### src/rtl/mem_access_unit_if.sv
// Data-side SRAM-like bus between the MEM-stage load/store unit and the bus bridge.
// The unit is the master: it issues one request and then waits for its response.
interface mem_access_unit_if #(
  parameter int DATA_W = 32,
  parameter int ADDR_W = 32
);
  localparam int LANES = DATA_W / 8;

  logic              data_req;
  logic              data_wr;
  logic [1:0]        data_size;
  logic [ADDR_W-1:0] data_addr;
  logic [LANES-1:0]  data_wstrb;
  logic [DATA_W-1:0] data_wdata;
  logic              data_addr_ok;
  logic [DATA_W-1:0] data_rdata;
  logic              data_data_ok;

  modport master (
    output data_req, data_wr, data_size, data_addr, data_wstrb, data_wdata,
    input  data_addr_ok, data_rdata, data_data_ok
  );

  modport slave (
    input  data_req, data_wr, data_size, data_addr, data_wstrb, data_wdata,
    output data_addr_ok, data_rdata, data_data_ok
  );
endinterface

### src/rtl/mem_access_unit.sv
// Multi-cycle MEM-stage load/store controller: alignment check, bus request/response
// sequencing with pipeline stall, flush-safe discard, and load lane extraction.
module mem_access_unit #(
  parameter int DATA_W = 32,
  parameter int ADDR_W = 32
) (
  input  logic                clk,
  input  logic                rst,
  input  logic                valid_i,
  input  logic [7:0]          op_i,
  input  logic [ADDR_W-1:0]   addr_i,
  input  logic [31:0]         wdata_i,
  input  logic                flush_i,
  input  logic                hold_i,
  output logic                stall_o,
  output logic [31:0]         rdata_o,
  output logic                rdata_valid_o,
  output logic                adel_o,
  output logic                ades_o,
  output logic [ADDR_W-1:0]   bad_addr_o,
  mem_access_unit_if.master   bus
);

  localparam int LANES = DATA_W / 8;
  localparam int OFF_W = $clog2(LANES);

  localparam logic [7:0] EXE_LB_OP  = 8'hE0;
  localparam logic [7:0] EXE_LH_OP  = 8'hE1;
  localparam logic [7:0] EXE_LW_OP  = 8'hE3;
  localparam logic [7:0] EXE_LBU_OP = 8'hE4;
  localparam logic [7:0] EXE_LHU_OP = 8'hE5;
  localparam logic [7:0] EXE_SB_OP  = 8'hE8;
  localparam logic [7:0] EXE_SH_OP  = 8'hE9;
  localparam logic [7:0] EXE_SW_OP  = 8'hEB;

  typedef enum logic [2:0] {IDLE, REQ, WAIT, DONE, DISCARD} state_e;

  state_e            state_q, state_d;
  logic [ADDR_W-1:0] addr_q;
  logic [1:0]        size_q;
  logic              wr_q;
  logic              signExt_q;
  logic              isLoad_q;
  logic [LANES-1:0]  wstrb_q;
  logic [DATA_W-1:0] wdata_q;
  logic [31:0]       rdata_q;

  logic              isLoad, isStore, isMem, signExt, misaligned;
  logic [1:0]        sizeDec;
  logic              addrErr, accept, capture;
  logic [OFF_W-1:0]  off;
  logic [LANES-1:0]  strbBase, strbNext;
  logic [DATA_W-1:0] wdataNext;
  logic [OFF_W+2:0]  shiftAmt;
  logic [DATA_W-1:0] laneData;
  logic [31:0]       loadExt;

  always_comb begin
    isLoad  = 1'b0;
    isStore = 1'b0;
    sizeDec = 2'd0;
    signExt = 1'b0;
    case (op_i)
      EXE_LB_OP:  begin isLoad  = 1'b1; sizeDec = 2'd0; signExt = 1'b1; end
      EXE_LBU_OP: begin isLoad  = 1'b1; sizeDec = 2'd0; end
      EXE_LH_OP:  begin isLoad  = 1'b1; sizeDec = 2'd1; signExt = 1'b1; end
      EXE_LHU_OP: begin isLoad  = 1'b1; sizeDec = 2'd1; end
      EXE_LW_OP:  begin isLoad  = 1'b1; sizeDec = 2'd2; end
      EXE_SB_OP:  begin isStore = 1'b1; sizeDec = 2'd0; end
      EXE_SH_OP:  begin isStore = 1'b1; sizeDec = 2'd1; end
      EXE_SW_OP:  begin isStore = 1'b1; sizeDec = 2'd2; end
      default:    ;
    endcase
  end

  assign isMem      = isLoad | isStore;
  assign misaligned = ((sizeDec == 2'd1) && addr_i[0]) ||
                      ((sizeDec == 2'd2) && (addr_i[1:0] != 2'b00));
  assign addrErr    = valid_i && isMem && misaligned && (state_q == IDLE);
  assign accept     = valid_i && isMem && !misaligned && !flush_i && (state_q == IDLE);
  assign off        = addr_i[OFF_W-1:0];

  assign adel_o     = addrErr && isLoad;
  assign ades_o     = addrErr && isStore;
  assign bad_addr_o = addrErr ? addr_i : '0;

  // Store lanes: strobe mask shifted to the byte offset, data replicated across the bus
  always_comb begin
    strbBase  = '0;
    wdataNext = '0;
    case (sizeDec)
      2'd0: begin
        strbBase  = LANES'(4'h1);
        wdataNext = {LANES{wdata_i[7:0]}};
      end
      2'd1: begin
        strbBase  = LANES'(4'h3);
        wdataNext = {(LANES/2){wdata_i[15:0]}};
      end
      default: begin
        strbBase  = LANES'(4'hF);
        wdataNext = {(DATA_W/32){wdata_i}};
      end
    endcase
    strbNext = isStore ? (strbBase << off) : '0;
  end

  assign shiftAmt = {addr_q[OFF_W-1:0], 3'b000};
  assign laneData = bus.data_rdata >> shiftAmt;

  always_comb begin
    loadExt = laneData[31:0];
    case (size_q)
      2'd0:    loadExt = {{24{signExt_q & laneData[7]}}, laneData[7:0]};
      2'd1:    loadExt = {{16{signExt_q & laneData[15]}}, laneData[15:0]};
      default: loadExt = laneData[31:0];
    endcase
  end

  assign capture = !flush_i && bus.data_data_ok &&
                   ((state_q == WAIT) || ((state_q == REQ) && bus.data_addr_ok));

  always_comb begin
    state_d = state_q;
    stall_o = 1'b0;
    case (state_q)
      IDLE: begin
        if (accept) begin
          state_d = REQ;
          stall_o = 1'b1;
        end
      end
      REQ: begin
        stall_o = 1'b1;
        if (bus.data_addr_ok) begin
          if (flush_i) state_d = bus.data_data_ok ? IDLE : DISCARD;
          else         state_d = bus.data_data_ok ? DONE : WAIT;
        end else if (flush_i) begin
          state_d = IDLE;
        end
      end
      WAIT: begin
        stall_o = 1'b1;
        if (flush_i)                state_d = bus.data_data_ok ? IDLE : DISCARD;
        else if (bus.data_data_ok)  state_d = DONE;
      end
      DONE: begin
        if (flush_i || !hold_i) state_d = IDLE;
      end
      DISCARD: begin
        // The orphaned response must drain before a new request may go out
        stall_o = valid_i && isMem;
        if (bus.data_data_ok) state_d = IDLE;
      end
      default: state_d = IDLE;
    endcase
  end

  always_ff @(posedge clk) begin
    if (rst) begin
      state_q   <= IDLE;
      addr_q    <= '0;
      size_q    <= 2'd0;
      wr_q      <= 1'b0;
      signExt_q <= 1'b0;
      isLoad_q  <= 1'b0;
      wstrb_q   <= '0;
      wdata_q   <= '0;
      rdata_q   <= '0;
    end else begin
      state_q <= state_d;
      if (accept) begin
        addr_q    <= addr_i;
        size_q    <= sizeDec;
        wr_q      <= isStore;
        signExt_q <= signExt;
        isLoad_q  <= isLoad;
        wstrb_q   <= strbNext;
        wdata_q   <= isStore ? wdataNext : '0;
      end
      if (capture && isLoad_q) rdata_q <= loadExt;
    end
  end

  assign bus.data_req   = (state_q == REQ);
  assign bus.data_wr    = wr_q;
  assign bus.data_size  = size_q;
  assign bus.data_addr  = addr_q;
  assign bus.data_wstrb = wstrb_q;
  assign bus.data_wdata = wdata_q;

  assign rdata_o        = rdata_q;
  assign rdata_valid_o  = (state_q == DONE) && isLoad_q;

endmodule

### src/flat_wrapper.sv
// flat-port wrapper written by rule: the top's interface ports become plain ports
module mem_access_unit_flat 
#(
  parameter int DATA_W = 32,
  parameter int ADDR_W = 32
)
  (clk, rst, valid_i, op_i, addr_i, wdata_i, flush_i, hold_i, stall_o, rdata_o, rdata_valid_o, adel_o, ades_o, bad_addr_o, bus_data_req, bus_data_wr, bus_data_size, bus_data_addr, bus_data_wstrb, bus_data_wdata, bus_data_addr_ok, bus_data_rdata, bus_data_data_ok);
  mem_access_unit_if #(.DATA_W(DATA_W), .ADDR_W(ADDR_W)) bus_i ();
  input  logic clk;
  input  logic rst;
  input  logic valid_i;
  input  logic [7:0] op_i;
  input  logic [ADDR_W-1:0] addr_i;
  input  logic [31:0] wdata_i;
  input  logic flush_i;
  input  logic hold_i;
  output logic stall_o;
  output logic [31:0] rdata_o;
  output logic rdata_valid_o;
  output logic adel_o;
  output logic ades_o;
  output logic [ADDR_W-1:0] bad_addr_o;
  output wire logic [$bits(bus_i.data_req)-1:0] bus_data_req;
  output wire logic [$bits(bus_i.data_wr)-1:0] bus_data_wr;
  output wire logic [$bits(bus_i.data_size)-1:0] bus_data_size;
  output wire logic [$bits(bus_i.data_addr)-1:0] bus_data_addr;
  output wire logic [$bits(bus_i.data_wstrb)-1:0] bus_data_wstrb;
  output wire logic [$bits(bus_i.data_wdata)-1:0] bus_data_wdata;
  input wire logic [$bits(bus_i.data_addr_ok)-1:0] bus_data_addr_ok;
  input wire logic [$bits(bus_i.data_rdata)-1:0] bus_data_rdata;
  input wire logic [$bits(bus_i.data_data_ok)-1:0] bus_data_data_ok;
  assign bus_data_req = bus_i.data_req;
  assign bus_data_wr = bus_i.data_wr;
  assign bus_data_size = bus_i.data_size;
  assign bus_data_addr = bus_i.data_addr;
  assign bus_data_wstrb = bus_i.data_wstrb;
  assign bus_data_wdata = bus_i.data_wdata;
  assign bus_i.data_addr_ok = bus_data_addr_ok;
  assign bus_i.data_rdata = bus_data_rdata;
  assign bus_i.data_data_ok = bus_data_data_ok;
  mem_access_unit #(.DATA_W(DATA_W), .ADDR_W(ADDR_W)) u_core (.clk(clk), .rst(rst), .valid_i(valid_i), .op_i(op_i), .addr_i(addr_i), .wdata_i(wdata_i), .flush_i(flush_i), .hold_i(hold_i), .stall_o(stall_o), .rdata_o(rdata_o), .rdata_valid_o(rdata_valid_o), .adel_o(adel_o), .ades_o(ades_o), .bad_addr_o(bad_addr_o), .bus(bus_i));
endmodule
### config.mk
export PLATFORM = sky130hd
export DESIGN_NAME = mem_access_unit_flat
export DESIGN_NICKNAME = d
export VERILOG_FILES = /design/src/rtl/mem_access_unit_if.sv /design/src/rtl/mem_access_unit.sv /design/src/flat_wrapper.sv
export SDC_FILE = /design/constraint.sdc
export NUM_CORES = 1
export LEC_CHECK = 0
export ABC_AREA = 0
export ABC_CLOCK_PERIOD_IN_PS = 3000
export CORE_ASPECT_RATIO = 1.4
export CORE_UTILIZATION = 25
export CTS_CLUSTER_DIAMETER = 100
export CTS_CLUSTER_SIZE = 14
export DETAILED_ROUTE_END_ITERATION = 10
export SLEW_MARGIN = 20
export SYNTH_ARGS = -nofsm -noshare
export SYNTH_HDL_FRONTEND = slang
export SYNTH_SLANG_ARGS = --single-unit
### constraint.sdc
create_clock -name clk -period 3 [get_ports clk]
set_input_delay 0.45 -clock clk [delete_from_list [all_inputs] [get_ports clk]]
set_output_delay 0.45 -clock clk [all_outputs]
set_load 0.03 [all_outputs]
==> impl_metrics.json, run 1 <==
{
  "avgViaCountPerCell": 4.67,
  "place_congestion": 0.824,
  "hold_class": "register to register",
  "cp-start-kind": "primary input",
  "synth_seq_cells": 108,
  "grt_overflow_total": 0,
  "synth_ff_type": "dfxtp_1",
  "clock_latency_ps": 360,
  "p_per_area_nw_per_um2": 321,
  "worstPathRequired_ps": 2550,
  "start_util_pct": 25.4,
  "tns_ps": 0,
  "tritoncts": "built",
  "period_share_pct": 96.0,
  "max_freq_ghz": 0.347,
  "avgSynthCellArea_um2": 8.90,
  "maxSlewHeadroom_pct": 56.5,
  "wirelength_um": 20800,
  "rsz0062_at_grt": "false",
  "fin_skew_ps": 12.3,
  "p_leak_nw": 3.23,
  "yosys_warnings": 0,
  "setup_viol": 0,
  "path_clk_slew_ps": 80,
  "drive_above_1_share_pct": 12.7,
  "worstSetupPathType": "primary input to primary output",
  "period_needed_ps": 2880,
  "syn_to_final_growth_pct": 51.6,
  "final-max-slew-violation-count": 0,
  "syn_area_um2": 6090,
  "worst_slew_pin_slew_ps": 652,
  "antenna_found_initial": 3,
  "fin_nets": 1026,
  "drc_errors": 0,
  "routedWlPerCell_um": 16.9,
  "antenna_left": 0,
  "total_power_w": 0.00297,
  "hold_violations": 0,
  "synth_nets": 796,
  "place_hpwl_um": 15300,
  "drt_iter0_markers": 290,
  "cts_resized": 0,
  "io_pins": 251,
  "grt_start_max_net_pins": 98,
  "synth_edf_count": 0,
  "nFillCells": 2500,
  "core-area_um2": 24000,
  "ys_seq_area_share_pct": 35.5,
  "yosysUniqueCellTypes": 56,
  "cts_buffers": 9,
  "max-vdd-ir-drop_v": 0.000247,
  "first_pass_iters": 4,
  "clock_path_buffers": 2,
  "cts_sinks": 108,
  "chipHeight_um": 187,
  "synthArstFlopShare_pct": 0,
  "arrival_ps": 2430,
  "die_x_um": 134,
  "synth_cells": 685,
  "root_buffer": "clkbuf_16",
  "dieArea_um2": 25000,
  "track_usage_pct": 16.4,
  "crit_fanout": 6,
  "rows": 67,
  "hold_buffers": 0,
  "grt_first_pass_wirelength_um": 31800,
  "timing.max_cap.violations": 0,
  "cp-end-kind": "primary output",
  "portBuffers": 250,
  "vias": 5753,
  "post-cts-setup-buffers": 0,
  "grt_pass1_vias": 5591,
  "status": "complete, no violations",
  "htreeDepth": 3
}
power breakdown:
group	internal (W)	leakage [nW]	switching, W	total [W]
clock	0.000569	0.130	0.000592	0.00116
combinational	0.000211	2.23	0.000160	0.000370
sequential	0.00143	0.869	0.00000157	0.00144
worst paths after layout:
kind,end,cells past startpoint,slack (ps),from
worst max register to register,u_core.rdata_o[11],4,700,u_core.state_q[1]
worst max-delay path,ades_o,7,120,op_i[2]
worst min-delay path,u_core.rdata_o[2],2,460,u_core.rdata_o[2]
worst min register to register,u_core.rdata_o[2],2,460,u_core.rdata_o[2]
stage by stage:
step	cell area (um2)	util, %	std cells	hold slack, ps	setup WS (ps)
floorplan	6090	-	685	457	2.56
global route	9240	38.5	1231	483	35.0
finish	9240	38.5	1231	457	120
CTS	9230	38.5	1229	459	111
global placement	8960	37.4	1214	442	139
detailed placement	8960	37.4	1214	449	122
cell type report:
cell class                      instances  area, um2  share of cell area (%)
Antenna cell                            2       5.00                  0.0542
Clock buffer                            9        225                    2.44
Clock inverter                          6       48.8                   0.528
Inverter                                5       18.8                   0.203
Multi-Input combinational cell        511       3650                    39.5
Sequential cell                       108       2160                    23.4
Tap cell                              310        388                    4.20
Timing Repair Buffer                  280       2740                    29.6
worst max-delay path, stage by stage:
cell and delay [ps]:
clkdlybuf4s50_1 480, nand2b_1 240, a2111oi_4 400, and4bb_2 330
nor4b_1 240, buf_4 170, buf_12 110
kinds of logic (layout without fill, tap and decap cells):
| family | after synthesis | in the layout | share of synthesized area [%] |
|---|---|---|---|
| simple gates | 287 | 287 | 26.5 |
| compound gates | 126 | 126 | 15.6 |
| flops | 108 | 108 | 35.5 |
| mux | 98 | 98 | 17.4 |
| buf+inv | 66 | 300 | 5.01 |
| other cells | 0 | 2 | 0 |
metal layers:
| layer | track usage [%] | wire (um) | share of wire, % | up-vias |
|---|---|---|---|---|
| met5 | 0 | 10 | 0.048 | - |
| met4 | 7.21 | 514 | 2.5 | 2 |
| met3 | 3.40 | 1180 | 5.7 | 27 |
| li1 | - | - | - | 2858 |
| met2 | 28.2 | 10500 | 51 | 191 |
| met1 | 19.5 | 8570 | 41 | 2675 |
cell usage in the layout (no fill, tap or decap), types with 9 or more instances in the layout:
master / n
clkdlybuf4s50_1: 214
dfxtp_1: 108
nand2b_1: 98
mux2i_1: 71
buf_4: 58
nand2_1: 48
and2_1: 42
nor2_1: 41
o21ai_0: 26
a211oi_1: 25
nor2b_1: 18
mux2_2: 17
a21oi_1: 12
o211ai_1: 12
nand3_1: 10
o32a_1: 9
a21boi_0: 9
mux2_4: 9
clkbuf_16: 9
state kept, by name (all words and copies together) (netlist names):
register and count:
u_core.state_q 3, u_core.bus.data_wstrb 4, u_core.isLoad_q 1, u_core.bus.data_wdata 32, u_core.bus.data_addr 32, u_core.signExt_q 1, u_core.rdata_o 32, u_core.bus.data_size 2
u_core.bus.data_wr 1
cells in the mapped netlist, types with 10 or more instances:
| cell | n | share of area [%] |
|---|---|---|
| dfxtp_1 | 108 | 35 |
| nand2b_1 | 98 | 10 |
| mux2i_1 | 71 | 12 |
| nand2_1 | 48 | 3.0 |
| and2_1 | 42 | 4.3 |
| nor2_1 | 41 | 2.5 |
| clkbuf_1 | 37 | 2.3 |
| o21ai_0 | 26 | 2.1 |
| a211oi_1 | 25 | 3.1 |
| nor2b_1 | 18 | 1.8 |
| mux2_2 | 17 | 3.1 |
| a21oi_1 | 12 | 0.99 |
| o211ai_1 | 12 | 1.5 |
| buf_2 | 10 | 0.82 |
| nand3_1 | 10 | 0.82 |
Power figures use the tool's default switching activity.
==> run 2, diff against run 1 <==
--- a/config.mk
+++ b/config.mk
@@ -6,7 +6,6 @@
 export NUM_CORES = 1
 export LEC_CHECK = 0
 export ABC_AREA = 0
-export ABC_CLOCK_PERIOD_IN_PS = 3000
 export CORE_ASPECT_RATIO = 1.4
 export CORE_UTILIZATION = 25
 export CTS_CLUSTER_DIAMETER = 100
==> results of run 2 <==
Final layout, timing and power as in run 1 (identical DEF).
==> run 3, diff against run 2 <==
--- a/config.mk
+++ b/config.mk
@@ -11,6 +11,7 @@
 export CTS_CLUSTER_DIAMETER = 100
 export CTS_CLUSTER_SIZE = 14
 export DETAILED_ROUTE_END_ITERATION = 10
+export PLACE_DENSITY_LB_ADDON = 0.3
 export SLEW_MARGIN = 20
 export SYNTH_ARGS = -nofsm -noshare
 export SYNTH_HDL_FRONTEND = slang
==> run 3 against run 2 <==
Effect of this change:
- non-clock buffer count rose by 5
- clock power grew 7%
- first-iteration DRC count decreased by 37%
- count of clock-buffer cells in the layout is 1 higher
- critical path type unchanged
- critical endpoint unchanged
- largest power group unchanged
==> impl_metrics.json, run 3 (same netlist as run 1, synthesis figures left out) <==
{
  "status": "complete, no violations",
  "cp-start-kind": "primary input",
  "grt_use_met3_pct": 3.23,
  "htreeDepth": 3,
  "intPower_w": 0.00225,
  "grt_start_max_net_pins": 67,
  "worst_slew_pin_slew_ps": 767,
  "path_cells": "clkdlybuf4s50_1 > nand2b_1 > a2111oi_4 > and4bb_2 > nor4b_2 > buf_4",
  "final-max-slew-violation-count": 0,
  "drt_iter0_markers": 183,
  "grt_util_met2_pct": 29.5,
  "period_needed_ps": 2870,
  "place_congestion": 0.833,
  "final_common_cell": "clkdlybuf4s50_1",
  "setup_viol": 0,
  "fin_util_pct": 38.7,
  "fin_nets": 1031,
  "rows": 67,
  "portBuffers": 250,
  "hold_buffers": 0,
  "worstSetupPathType": "primary input to primary output",
  "avgViaCountPerCell": 4.64,
  "p_sw_share_pct": 25.9,
  "die_x_um": 134,
  "antenna_left": 0,
  "cp-end-kind": "primary output",
  "grt_first_pass_wirelength_um": 32400,
  "wirelength_um": 20900,
  "antenna_found_initial": 0,
  "core-area_um2": 24000,
  "cpMaxStageDelayCell": "clkdlybuf4s50_1",
  "track_usage_pct": 16.8,
  "first_pass_iters": 5,
  "arrival_ps": 2420,
  "p_clk_share_pct": 40.7,
  "timing.max_cap.violations": 0,
  "io_pins": 251,
  "grt_use_met1_pct": 19.7,
  "p_leak_nw": 3.26,
  "cpPeakStageDelay_ps": 480,
  "pwr-share-comb_pct": 12.1,
  "path_clk_slew_ps": 90,
  "start_util_pct": 25.4,
  "period_share_pct": 95.8,
  "clock_latency_ps": 360,
  "drc_errors": 0,
  "grt-busiest-layer": "met2",
  "cts_buffers": 9,
  "pwr-share-seq_pct": 47.2,
  "grt_pass1_vias": 5752,
  "routedWlPerCell_um": 16.9,
  "p_per_area_nw_per_um2": 327,
  "final_cell_mix": "clkdlybuf4s50_1, dfxtp_1, nand2b_1",
  "cts_sinks": 108,
  "r2r_setup_slack_ps": 720,
  "max_freq_ghz": 0.348,
  "stdcell_area_um2": 9290,
  "fin_skew_ps": 13.6,
  "rsz0062_at_grt": "false",
  "placed_area_um2": 8980,
  "root_buffer": "clkbuf_16",
  "cp_num_buf_inv": 2,
  "grt_overflow_total": 0,
  "tritoncts": "built",
  "place_hpwl_um": 15600,
  "worstPathRequired_ps": 2550,
  "drive_above_1_share_pct": 13.4,
  "crit_fanout": 6,
  "syn_to_final_growth_pct": 52.4,
  "power_switching_w": 0.000788,
  "maxSlewHeadroom_pct": 48.8,
  "cpLargestDelayFamily": "simple AND/OR/NAND/NOR gates",
  "max-vdd-ir-drop_v": 0.000263,
  "chipHeight_um": 187,
  "total_power_w": 0.00304,
  "clock_path_buffers": 2,
  "hold_class": "register to register",
  "n_antenna_cell": 0,
  "vias": 5725,
  "hold_violations": 0,
  "dieArea_um2": 25000
}
==> run 3: power by group through the flow <==
stage	Clock (W)	Combinational [W]	Sequential [W]
after global routing	0.00135	0.000397	0.00144
after detailed placement	0	0.000369	0.00147
after CTS	0.00129	0.000371	0.00144
after floorplan	0	0.000136	0.00147
final	0.00124	0.000369	0.00144
after global placement	0	0.000369	0.00147
==> run 3: path summary, 6_finish.rpt <==
| kind | start | end | cells past startpoint |
|---|---|---|---|
| worst min register to register | u_core.rdata_o[5] | u_core.rdata_o[5] | 2 |
| worst max register to register | u_core.state_q[1] | u_core.rdata_o[19] | 5 |
| worst max-delay path | op_i[2] | ades_o | 6 |
| worst min-delay path | u_core.rdata_o[5] | u_core.rdata_o[5] | 2 |
==> run 3: area by class of cell <==
type,count,area [um2]
Multi-Input combinational cell,511,3660
Clock buffer,10,239
Sequential cell,108,2160
Inverter,5,18.8
Tap cell,310,388
Fill cell,2478,14700
Timing Repair Buffer,285,2760
Clock inverter,6,61.3
==> run 3: timing repair <==
action | 4_1_cts | 5_1_grt
hold endpoints to repair | 0 | 0
setup endpoints to repair | 1 | 0
gates resized for setup | 1 | 0
buffers inserted | 0 | 0
==> run 3: metrics by stage <==
step | std cells | TNS [ps] | setup WS [ps] | hold slack [ps]
floorplan | 685 | 0 | 2.56 | 457
global placement | 1219 | -16.6 | -16.6 | 441
detailed placement | 1219 | 0 | 20.3 | 446
CTS | 1235 | 0 | 136 | 459
global route | 1235 | 0 | 25.1 | 483
finish | 1235 | 0 | 127 | 460
==> run 3: layer usage <==
| metal | up-vias | routed length, um |
|---|---|---|
| met2 | 169 | 10600 |
| met1 | 2662 | 8720 |
| li1 | 2865 | - |
| met3 | 29 | 1100 |
| met5 | - | 0 |
| met4 | 0 | 529 |
==> run 3: worst reg2reg max path: stages (launching register included) <==
cell and delay [ps]:
dfxtp_1 610, nand2b_1 220, a2111o_1 650, a211oi_4 270, buf_4 270, a211oi_1 120
